<file path="config.mk">
export PLATFORM = sky130hd
export DESIGN_NAME = instr_fetch_unit
export DESIGN_NICKNAME = d
export VERILOG_FILES = /design/src/rtl/mips_pkg.sv /design/src/rtl/instr_fetch_unit_pc_next_sel.sv /design/src/rtl/instr_fetch_unit.sv
export SDC_FILE = /design/constraint.sdc
export NUM_CORES = 1
export LEC_CHECK = 0
export BUFFER_PORTS_ARGS = -buffer_cell sky130_fd_sc_hd__buf_4
export CORE_MARGIN = 4
export CORE_UTILIZATION = 54
export CTS_CLUSTER_SIZE = 14
export DETAILED_ROUTE_END_ITERATION = 10
export PLACE_DENSITY = 0.85
export SYNTH_ARGS = -nofsm -noshare
export SYNTH_HDL_FRONTEND = slang
export SYNTH_HIERARCHICAL = 1
export SYNTH_SLANG_ARGS = --single-unit
</file>
<file path="constraint.sdc">
create_clock -name clock -period 3.9 [get_ports clock]
set_input_delay 0.78 -clock clock [delete_from_list [all_inputs] [get_ports clock]]
set_output_delay 0.78 -clock clock [all_outputs]
set_load 0.05 [all_outputs]
</file>
<file path="src/rtl/mips_pkg.sv">
// Shared MIPS datapath definitions: widths, opcodes, and fetch-stage encodings.
package mips_pkg;

    localparam int unsigned ADDR_W = 10;
    localparam int unsigned DATA_W = 32;

    localparam logic [5:0] OP_JUMP = 6'b010000;
    localparam logic [5:0] OP_BEQ  = 6'b000100;
    localparam logic [5:0] OP_BNE  = 6'b000101;
    localparam logic [5:0] OP_HALT = 6'b111111;
    localparam logic [5:0] OP_LD   = 6'b100011;
    localparam logic [5:0] OP_ST   = 6'b101011;
    localparam logic [5:0] OP_LDI  = 6'b001111;

    typedef enum logic [1:0] {
        ST_IDLE = 2'd0,
        ST_RUN  = 2'd1,
        ST_HALT = 2'd2
    } fetch_state_t;

    // What the fetch stage does this cycle; chosen by pc_next_sel.
    typedef enum logic [2:0] {
        ACT_NONE    = 3'd0,  // idle/halted, nothing happens
        ACT_START   = 3'd1,  // begin a program at start_addr
        ACT_BRANCH  = 3'd2,  // redirect from execute, squash
        ACT_STALL   = 3'd3,  // hold everything
        ACT_HALT    = 3'd4,  // halt opcode seen, no delivery
        ACT_JUMP    = 3'd5,  // jump consumed in fetch, one bubble
        ACT_DELIVER = 3'd6,  // deliver word, pc+1
        ACT_LAST    = 3'd7   // deliver word, then halt
    } fetch_act_t;

endpackage

</file>
<file path="src/rtl/instr_fetch_unit_pc_next_sel.sv">
// Combinational next-PC priority mux for the fetch stage.
// Priority in RUN: branch > stall > halt opcode > jump opcode > sequential.
module pc_next_sel #(
    parameter int unsigned ADDR_W    = 10,
    parameter int unsigned LAST_ADDR = 80,
    parameter logic [5:0]  JUMP_OP   = 6'b010000,
    parameter logic [5:0]  HALT_OP   = 6'b111111
) (
    input  logic              run,
    input  logic              start,
    input  logic [ADDR_W-1:0] start_addr,
    input  logic              stall,
    input  logic              branch_taken,
    input  logic [ADDR_W-1:0] branch_target,
    input  logic [5:0]        opcode,
    input  logic [ADDR_W-1:0] jump_target,
    input  logic [ADDR_W-1:0] pc,
    output logic [ADDR_W-1:0] next_pc,
    output logic [2:0]        action
);
    import mips_pkg::*;

    localparam logic [ADDR_W-1:0] LAST_PC = ADDR_W'(LAST_ADDR);

    fetch_act_t act;

    // Pick the per-cycle action and the matching next PC.
    always_comb begin
        next_pc = pc;
        act     = ACT_NONE;
        if (!run) begin
            if (start) begin
                next_pc = start_addr;
                act     = ACT_START;
            end
        end else if (branch_taken) begin
            next_pc = branch_target;
            act     = ACT_BRANCH;
        end else if (stall) begin
            act = ACT_STALL;
        end else if (opcode == HALT_OP) begin
            act = ACT_HALT;
        end else if (opcode == JUMP_OP) begin
            next_pc = jump_target;
            act     = ACT_JUMP;
        end else if (pc >= LAST_PC) begin
            // Targets past the last populated word are legal; the first
            // sequential fetch there still delivers, then stops.
            act = ACT_LAST;
        end else begin
            next_pc = pc + ADDR_W'(1);
            act     = ACT_DELIVER;
        end
    end

    assign action = act;

endmodule

</file>
<file path="src/rtl/instr_fetch_unit.sv">
// MIPS fetch stage: owns the PC, drives instruction memory, latches the
// returned word into the instruction register for decode.
module instr_fetch_unit #(
    parameter int unsigned ADDR_W    = mips_pkg::ADDR_W,
    parameter int unsigned LAST_ADDR = 80,
    parameter logic [5:0]  JUMP_OP   = mips_pkg::OP_JUMP,
    parameter logic [5:0]  HALT_OP   = mips_pkg::OP_HALT
) (
    input  logic                        clock,
    input  logic                        reset,
    input  logic                        start,
    input  logic [ADDR_W-1:0]           start_addr,
    input  logic                        stall,
    input  logic                        branch_taken,
    input  logic [ADDR_W-1:0]           branch_target,
    input  logic [mips_pkg::DATA_W-1:0] instr_in,
    output logic [ADDR_W-1:0]           address,
    output logic [mips_pkg::DATA_W-1:0] ir,
    output logic [ADDR_W-1:0]           ir_pc,
    output logic                        ir_valid,
    output logic                        halted,
    output logic [15:0]                 fetch_count
);
    import mips_pkg::*;

    fetch_state_t        state, state_d;
    fetch_act_t          action;
    logic [2:0]          action_raw;
    logic [ADDR_W-1:0]   pc, pc_d, next_pc;
    logic [DATA_W-1:0]   ir_d;
    logic [ADDR_W-1:0]   ir_pc_d;
    logic                ir_valid_d;
    logic [15:0]         fetch_count_d;
    logic                run;

    assign run     = (state == ST_RUN);
    assign address = pc;
    assign halted  = (state == ST_HALT);

    pc_next_sel #(
        .ADDR_W   (ADDR_W),
        .LAST_ADDR(LAST_ADDR),
        .JUMP_OP  (JUMP_OP),
        .HALT_OP  (HALT_OP)
    ) u_pc_next_sel (
        .run          (run),
        .start        (start),
        .start_addr   (start_addr),
        .stall        (stall),
        .branch_taken (branch_taken),
        .branch_target(branch_target),
        .opcode       (instr_in[31:26]),
        .jump_target  (instr_in[ADDR_W-1:0]),
        .pc           (pc),
        .next_pc      (next_pc),
        .action       (action_raw)
    );

    assign action = fetch_act_t'(action_raw);

    // State register.
    always_ff @(posedge clock) begin
        if (reset) begin
            state <= ST_IDLE;
        end else begin
            state <= state_d;
        end
    end

    // Next state and next datapath values from the selected action.
    always_comb begin
        state_d       = state;
        pc_d          = pc;
        ir_d          = ir;
        ir_pc_d       = ir_pc;
        ir_valid_d    = ir_valid;
        fetch_count_d = fetch_count;
        unique case (action)
            ACT_START: begin
                state_d       = ST_RUN;
                pc_d          = next_pc;
                ir_valid_d    = 1'b0;
                fetch_count_d = '0;
            end
            ACT_BRANCH, ACT_JUMP: begin
                pc_d       = next_pc;
                ir_valid_d = 1'b0;
            end
            ACT_STALL: begin
            end
            ACT_HALT: begin
                state_d    = ST_HALT;
                ir_valid_d = 1'b0;
            end
            ACT_DELIVER, ACT_LAST: begin
                pc_d       = next_pc;
                ir_d       = instr_in;
                ir_pc_d    = pc;
                ir_valid_d = 1'b1;
                if (fetch_count != 16'hFFFF) begin
                    fetch_count_d = fetch_count + 16'd1;
                end
                if (action == ACT_LAST) begin
                    state_d = ST_HALT;
                end
            end
            default: begin
                // IDLE/HALT with no start: nothing live in ir.
                ir_valid_d = 1'b0;
            end
        endcase
    end

    // Datapath registers.
    always_ff @(posedge clock) begin
        if (reset) begin
            pc          <= '0;
            ir          <= '0;
            ir_pc       <= '0;
            ir_valid    <= 1'b0;
            fetch_count <= '0;
        end else begin
            pc          <= pc_d;
            ir          <= ir_d;
            ir_pc       <= ir_pc_d;
            ir_valid    <= ir_valid_d;
            fetch_count <= fetch_count_d;
        end
    end

endmodule

</file>
==> metrics, run 1 <==
Synth top area share=39.1%; CP required=4140 ps; Synth Area in Compound Gates=23.2%; Synth Flop Type=dfxtp_1; drt pass-1 iters=5; Ys Warns=6; syn_area_per_cell=7.91 um^2; layout cells sized above 1=30.1%; multi-input logic area=2030 um^2; width of the die=90 um; # rows=29; sw power=866 uW; largest family of logic cells by synthesized area=simple AND/OR/NAND/NOR gates; Final Power=2440 uW; Post-CTS Setup Bufs=0; Synth Area in Simple Gates=25.0%; Initial Util=56.5%; leading post-synthesis cells by cell area=dfxtp_1, nand2_1, a21oi_1, mux2i_1, clkbuf_1; RSZ-0062 raised after global routing=no; first-pass GRT wire length=17300 um; wire length per cell=16.3 um; final setup vio count=0; sequential element share of the synthesized area=39.1%; vias in the first global route=3580; Hold Vio Cnt, Final=0; Post-Synthesis Cells=459; FF-to-FF Start=state[0]; cts bufs inserted=9; Min-Delay Path Class=reg -> reg; R2R depth=8; hold_sp=ir_pc[5]; P&R area growth vs syn=33.6%; Rel. slew slack=40.2%; I/O pin count=127; Critical Setup Path Class=in -> reg; internal reg-to-reg setup slack=1010 ps; Antenna diodes=0; Fill cells=500; hpwl dp=7650 um; Distinct cells, synth=68; die footprint=8100 um^2; crit share post-route=77.2%; DRC violations left=0; switching share of power=35.5%; gr usage total=25.7%; Synth async-reset ratio=0%; sequential share of power=35.7%; mux share of post-synthesis cell area=6.27%; TritonCTS Sinks=71; Detailed Route WL=10700 um; static leakage=0.00203 uW; Synth Area in Adders=1.03%; largest net degree at the start of global routing=60; Worst Setup End Kind=register; clock network power share=31.4%; count leader, synth=nand2_1; vias per cell=5.84; CTS resizes=0; synthesized net count=519; element type at the critical path start=primary input; register area=1420 um^2; Die Y=90 um; CTS tree=yes; clock tree buffer depth=2; gpl congestion=0.884; worst slew pin tran=889 ps; CP Max Fanout=9; outcome=completed; Worst Path Arrival=3250 ps; Core Area=6420 um^2; min Tclk post-route=3010 ps; Hold Path Cell Cnt=2; Peak VDD IR=0.369 mV; Hold Crit Endpoint=ir_pc[5]; max cap viols=0; Post-Syn Area=3630 um^2; H-tree depth=3; reg2reg end=ir_pc[4]; Slew Limit Fails=0; Final #Nets=633; port bufs=126; f_max=332 MHz; pwr/cell area=503 nW/um^2; most frequent cells after synthesis=nand2_1, dfxtp_1, a21oi_1; post-route ant nets=0; Hold-fix buffers, CTS=0; Post-synth EDFFs=0; Setup TNS=0 ps; Clock Latency Late Sink=350 ps; XOR/XNOR share of the synthesized area=0.482%; Clock transition at path regs=80 ps; Placed Area=4590 um^2; design area=4850 um^2; CTS Root Buffer Type=clkbuf_8; via count=3824; Synth area leader=dfxtp_1; 1st-iter DRT viols=264; Remaining Overflow, GRT=0; Power Internal=1570 uW; initial antenna violation count=0; combinational share of power=32.9%; Fin Clk Skew=10.9 ps; Seq cells post-synth=71
## cells by family (layout without fill, tap and decap cells)
group / count (synthesis) / count (layout)
mux: 22 / 22
buf+inv: 41 / 160
fa+ha+maj: 3 / 3
simple gates: 191 / 191
flops: 71 / 71
compound gates: 129 / 129
xor+xnor: 2 / 2
## worst max-delay path by stage
stage | start | end | slack [ps] | depth (start not counted)
CTS | instr_in[28] | fetch_count[12] | 920 | 10
detailed placement | instr_in[28] | fetch_count[12] | 560 | 10
floorplan | instr_in[28] | fetch_count[12] | 1010 | 10
global placement | instr_in[28] | fetch_count[12] | 620 | 10
finish | instr_in[28] | fetch_count[12] | 890 | 10
global route | state[0] | ir_pc[2] | 690 | 8
## placed cells by master (no fill, tap or decap), types with 4 or more instances in the layout
cell	instances
buf_4	133
nand2_1	110
dfxtp_1	71
a21oi_1	57
nor2_1	18
mux2i_1	16
nand3_1	15
o21ai_0	14
inv_1	11
clkbuf_8	9
nor3_1	6
mux2_2	6
o22ai_1	6
nand4_1	5
a31oi_1	5
and2_1	4
o211ai_1	4
o22a_1	4
bufinv_16	4
a21o_1	4
## critical path, cell delays in order
cell     delay (ps)
buf_4           120
nor4b_2         330
nand2_1         300
a21oi_1         190
o21ai_0          70
o21ai_0         220
or3b_1          490
nand4_1         210
o21ai_2         150
a221o_1         370
## final cells by class
| type | instances | area share [%] |
|---|---|---|
| Clock buffer | 10 | 2.63 |
| Clock inverter | 6 | 2.73 |
| Inverter | 11 | 0.851 |
| Multi-Input combinational cell | 347 | 41.9 |
| Sequential cell | 71 | 29.3 |
| Tap cell | 77 | 1.99 |
| Timing Repair Buffer | 133 | 20.6 |
## per-stage QoR
stage	hold slack [ps]	cells	util (%)	setup slack, ps
6_report	454	655	75.5	888
5_1_grt	473	655	75.5	689
4_1_cts	456	655	75.5	922
3_5_place_dp	447	639	71.5	564
3_3_place_gp	442	639	71.5	623
2_1_floorplan	458	459	-	1010
## per-layer routing
| metal | routed length, um | share of wire (%) | global-route usage (%) | up-vias |
|---|---|---|---|---|
| met5 | 0 | 0 | 0 | - |
| met4 | 213 | 2.0 | 9.31 | 0 |
| met3 | 991 | 9.3 | 8.51 | 26 |
| li1 | - | - | - | 1849 |
| met1 | 4400 | 41 | 32.5 | 1757 |
| met2 | 5070 | 47 | 40.9 | 192 |
## state kept, by name (all words and copies together), names as in the netlist
signal	cells
ir	32
fetch_count	16
address	10
ir_pc	10
state	2
ir_valid	1
## power by group through the flow
stage	Clock [uW]	Sequential (uW)	Combinational, uW
3_3_place_gp	0	883	775
5_1_grt	805	878	856
4_1_cts	772	868	799
2_1_floorplan	0	1020	426
3_5_place_dp	0	884	788
6_report	765	872	802
Power figures use the tool's default switching activity.
==> run 2, diff against run 1 <==
CORE_UTILIZATION = 45   (was 54)
PLACE_DENSITY = 0.76   (was 0.85)
clock period = 2.7 ns   (was 3.9 ns; I/O delays follow)
==> run 2 against run 1 <==
  * Critical path depth down 1
  * Total power up 42%
  * Clock power up 32%
  * Design area up 2.1%
  * First-iteration DRC count down 13%
  * Sequential share of layout area down 0.50 points
  * Worst hold slack worse by 25 ps
  * Register-to-register slack worse by 710 ps
  * Combinational power up 48%
==> metrics, run 2 (synthesis results as in run 1) <==
outcome=completed; element type at the critical path start=register; P&R area growth vs syn=36.4%; Power Internal=2210 uW (+40%); 1st-iter DRT viols=230 (-13%); Hold Path Cell Cnt=3 (+1); vias in the first global route=3722 (+4.0%); Slew Limit Fails=0 (unchanged); final setup vio count=0 (unchanged); Hold Crit Endpoint=ir[25]; multi-input logic area=2030 um^2 (+0.12%); hpwl dp=7860 um (+2.8%); Min-Delay Path Class=in -> reg; switching share of power=36.2% (+0.67 points); first-pass GRT wire length=17500 um (+0.96%); FF-to-FF Start=state[0]; Remaining Overflow, GRT=0 (unchanged); Core Area=7770 um^2 (+21%); CP required=2980 ps (-1160 ps); CTS Root Buffer Type=clkbuf_8; commonest non-fill, non-tap cell in the layout=buf_4; Worst Setup End Kind=register; width of the die=97.8 um (+8.7%); static leakage=0.00207 uW (+2.4%); combinational share of power=34.3% (+1.4 points); pwr/cell area=699 nW/um^2 (+39%); Regs by FF count=ir: 32 flops, fetch_count: 16 flops; Peak VDD IR=0.470 mV (+27%); Setup TNS=0 ps (unchanged); design area=4950 um^2 (+2.1%); Die Y=97.8 um (+8.7%); Worst Path Arrival=2680 ps (-570 ps); Biggest register=ir; post-route ant nets=0 (unchanged); via count=3802 (-0.58%); CTS tree=yes; # rows=32 (+10%); register area=1430 um^2 (+0.35%); cts bufs inserted=9 (unchanged); gr usage total=22.1% (-3.6 points); Fin Clk Skew=13.6 ps (+2.65 ps); Placed Area=4710 um^2 (+2.7%); hold_sp=instr_in[25]; Final Power=3460 uW (+42%); hold slack=430 ps (-24.5 ps); Antenna diodes=0 (unchanged); wire length per cell=15.7 um (-3.7%); layout cells sized above 1=32.0% (+1.9 points); sw power=1250 uW (+45%); RSZ-0062 raised after global routing=no; internal reg-to-reg setup slack=300 ps (-710 ps); crit share post-route=89.0%; TritonCTS Sinks=71 (unchanged); Critical Setup Path Class=reg -> reg; I/O pin count=127 (unchanged); gpl congestion=0.926 (+4.7%); Final #Nets=643 (+1.6%); largest net degree at the start of global routing=57 (-5.0%); die footprint=9570 um^2 (+18%); max cap viols=0 (unchanged); min Tclk post-route=2400 ps; Clock Latency Late Sink=350 ps (about the same); Fill cells=707 (+41%); sequential share of power=36.5% (+0.8 points); Initial Util=46.7% (-9.8 points); reg2reg end=fetch_count[7]; Detailed Route WL=10800 um (+1.3%); port bufs=126 (unchanged); clock network power share=29.2% (-2.2 points); Clock transition at path regs=80 ps (about the same); vias per cell=5.52 (-5.5%); most frequent cells in the layout=buf_4, nand2_1, dfxtp_1; DRC violations left=0 (unchanged); initial antenna violation count=0 (unchanged); Hold Vio Cnt, Final=0 (unchanged); clock tree buffer depth=2 (unchanged); max reg flops=32 (unchanged); R2R depth=9 (+1); H-tree depth=3 (unchanged); drt pass-1 iters=4 (-1); Hold-fix buffers, CTS=0 (unchanged); f_max=416 MHz; CP Max Fanout=8 (-1); worst slew pin tran=586 ps (-303 ps); Rel. slew slack=60.9% (+21 points)
==> run 2: cell count changes in the layout (fill, tap and decap cells not counted), sizes merged <==
cell and delta:
clkinv +1, clkinvlp -1, buf +10, bufinv -1
==> run 2: per-layer routing <==
layer | share of wire [%] | GRT usage (%) | wire, um
met1 | 41 | 25.8 | 4410
met2 | 49 | 37.0 | 5310
met3 | 8.1 | 7.29 | 871
met4 | 2.1 | 9.58 | 225
met5 | 0 | 0 | 0
==> run 2: how the worst max path moves through the flow <==
| stage | slack, ps | depth (start not counted) | endpoint | startpoint |
|---|---|---|---|---|
| global placement | 40 | 9 | fetch_count[12] | instr_in[28] |
| floorplan | 1 | 11 | fetch_count[12] | address[7] |
| detailed placement | 7 | 9 | fetch_count[12] | instr_in[28] |
| CTS | 150 | 9 | fetch_count[7] | state[0] |
| finish | 300 | 9 | fetch_count[7] | state[0] |
| global route | 90 | 9 | fetch_count[7] | state[0] |
==> run 2: power by group through the flow <==
stage / registers, uW / logic (uW) / clock network [uW]
after global placement: 1280 / 1150 / 0
after floorplan: 1470 / 616 / 0
final: 1260 / 1190 / 1010
after detailed placement: 1280 / 1170 / 0
after CTS: 1260 / 1180 / 1030
after global routing: 1270 / 1270 / 1060
==> run 2: stage by stage <==
stage / util [%] / setup WS [ps] / std cells
global route: 63.7 / 88.5 / 689
CTS: 63.7 / 155 / 689
detailed placement: 60.7 / 6.95 / 674
floorplan: - / 1.08 / 459
finish: 63.7 / 296 / 689
global placement: 60.7 / 41.0 / 674
==> run 2: timing repair <==
| action | in CTS | in global routing |
|---|---|---|
| buffers inserted | 0 | 0 |
| endpoints found under the hold margin | 0 | 0 |
| gates resized for setup | 0 | 1 |
| endpoints found under the setup margin | 0 | 6 |
==> run 2: layout make-up <==
class | instances | area share, %
well taps | 102 | 2.58
flip-flops and latches | 71 | 28.8
multi-input cells | 347 | 41.1
clock inverters | 5 | 2.17
clock buffers | 10 | 2.58
repair buffers | 143 | 21.9
inverters | 11 | 0.834
==> run 2: critical path: stages (launching register included) <==
cell	delay, ps
dfxtp_1	370
nor2b_2	330
nand2b_1	210
nor2_1	240
buf_4	190
or3b_1	170
nand4_1	150
o21ai_2	350
buf_4	180
a2bb2oi_1	150
==> run 3, diff against run 2 <==
BUFFER_PORTS_ARGS = default   (was -buffer_cell sky130_fd_sc_hd__buf_4)
CORE_UTILIZATION = 57   (was 45)
DONT_BUFFER_PORTS = 1   (was default)
PLACE_DENSITY = 0.75   (was 0.76)
RECOVER_POWER = 100   (was default)
==> run 3 against run 2 <==
  * Design area fell by 19%
  * Sequential share of layout area rose by 6.6 points
  * Sequential cell count did not move
  * Largest power group unchanged
  * Highest routed layer unchanged
==> metrics, run 3 (synthesis results as in run 1) <==
gpl congestion=0.901 (-2.7%); vias in the first global route=3342 (-10%); # rows=28 (-13%); crit-path max cell delay=580 ps (+210 ps); H-tree depth=3 (unchanged); Fill cells=538 (-24%); cts bufs inserted=9 (unchanged); pwr/cell area=817 nW/um^2 (+17%); 1st-iter DRT viols=330 (+43%); clock tree buffer depth=2 (unchanged); layout cells sized above 1=11.8% (-20 points); post-route ant nets=0 (unchanged); most frequent cells in the layout=nand2_1, dfxtp_1, a21oi_1; max cap viols=0 (unchanged); Antenna diodes=0 (unchanged); outcome=completed; element type at the critical path start=register; Post-CTS Setup Bufs=0 (unchanged); Worst Path Arrival=2770 ps (+90 ps); hpwl dp=7090 um (-9.8%); CTS Root Buffer Type=clkbuf_8; I/O pin count=127 (unchanged); Hold-fix buffers, CTS=0 (unchanged); first-pass GRT wire length=15700 um (-10%); port bufs=0 (-100%); Regs by FF count=ir: 32 flops, fetch_count: 16 flops; switching share of power=36.8% (+0.62 points); initial antenna violation count=0 (unchanged); commonest non-fill, non-tap cell in the layout=nand2_1; P&R area growth vs syn=10.8%; CP Cell Sequence=clkbuf_1 > nand3_2 > or3_1 > or4_1 > o211ai_2; wire length per cell=17.5 um (+11%); Fin Clk Skew=12.7 ps (-0.908 ps); Core Area=6060 um^2 (-22%); vias per cell=6.23 (+13%); final setup vio count=0 (unchanged); worst path bufs/invs=1 (-1); RSZ-0062 raised after global routing=no; max reg flops=32 (unchanged); drt pass-1 iters=5 (+1); Max stage delay cell, worst path=clkbuf_1; static leakage=0.00143 uW (-31%); Peak VDD IR=0.420 mV (-11%); Slew Limit Fails=0 (unchanged); Remaining Overflow, GRT=0 (unchanged); Worst Setup End Kind=register; Power Internal=2080 uW (-5.9%); Min-Delay Path Class=in -> reg; CTS tree=yes; CP Max Fanout=10 (+2); min Tclk post-route=2500 ps (+93.3 ps); crit share post-route=92.5% (+3.5 points); die footprint=7710 um^2 (-19%); Non-Filler Instances=559 (-19%); CTS resizes=0 (unchanged); Critical Setup Path Class=reg -> reg; TritonCTS Sinks=71 (unchanged); placed cells=543 (-19%); via count=3484 (-8.4%); Initial Util=59.9% (+13 points); Die Y=87.8 um (-10%); Detailed Route WL=9760 um (-9.8%); combinational share of power=31.2% (-3.1 points); sw power=1210 uW (-3.3%); width of the die=87.8 um (-10%); CP required=2970 ps (about the same); f_max=400 MHz (-3.7%); clock network power share=31.3% (+2.1 points); Biggest register=ir; Setup TNS=0 ps (unchanged); Clock transition at path regs=80 ps (about the same); sequential share of power=37.5% (+1.0 points); largest net degree at the start of global routing=60 (+5.3%); DRC violations left=0 (unchanged); worst slew pin tran=1000 ps (+417 ps); Final #Nets=539 (-16%); Clock Latency Late Sink=340 ps (about the same); Hold Vio Cnt, Final=0 (unchanged); gr usage total=25.5% (+3.4 points); largest delay contributor family on the critical path=simple AND/OR/NAND/NOR gates; Rel. slew slack=33.1% (-28 points)
[run 3: cell count changes in the layout (fill, tap and decap cells not counted), sizes merged]
cell	before	now
inv	11	12
clkinvlp	0	1
buf	143	13
clkbuf	10	35
[run 3: path summary, 6_finish.rpt]
path	startpoint	to	slack, ps	cells after the start
max	fetch_count[4]	fetch_count[14]	200	5
min	reset	ir[16]	260	1
max reg2reg	fetch_count[4]	fetch_count[14]	200	5
min reg2reg	state[0]	state[0]	490	2
[run 3: power by group through the flow]
stage	Combinational (uW)	Sequential (uW)	Clock, uW
finish	1030	1230	1030
global route	1120	1240	1090
CTS	1080	1240	1050
detailed placement	1070	1260	0
global placement	1050	1260	0
floorplan	616	1470	0
[run 3: per-stage QoR]
stage,hold slack (ps),area [um^2],setup WS (ps),util [%],power (uW)
2_1_floorplan,458,3640,1.08,-,2090
3_3_place_gp,463,3890,182,64.1,2310
3_5_place_dp,477,3890,154,64.1,2330
4_1_cts,248,4130,291,68.1,3360
5_1_grt,247,4020,52.9,66.4,3450
6_report,259,4020,203,66.4,3290
[run 3: routing by layer]
metal	wire length [um]	up-vias	global-route usage, %
met3	1090	25	7.53
met2	4510	180	40.9
met1	3940	1614	32.5
li1	-	1665	-
met4	217	0	9.34
met5	0	-	0
[run 3: layout make-up]
cell class,instances,area [um^2],share of cell area [%]
clock buffer,9,124,3.08
clock inverter,7,120,2.99
inverter,11,41.3,1.03
multi-input combinational,347,2020,50.3
sequential,71,1430,35.4
tap,75,93.8,2.33
timing repair buffer,39,196,4.88
[run 3: worst reg2reg max path, stage by stage, from the launching register on]
cell      delay (ps)
dfxtp_1          320
clkbuf_1         580
nand3_2          360
or3_1            540
or4_1            560
o211ai_2          80
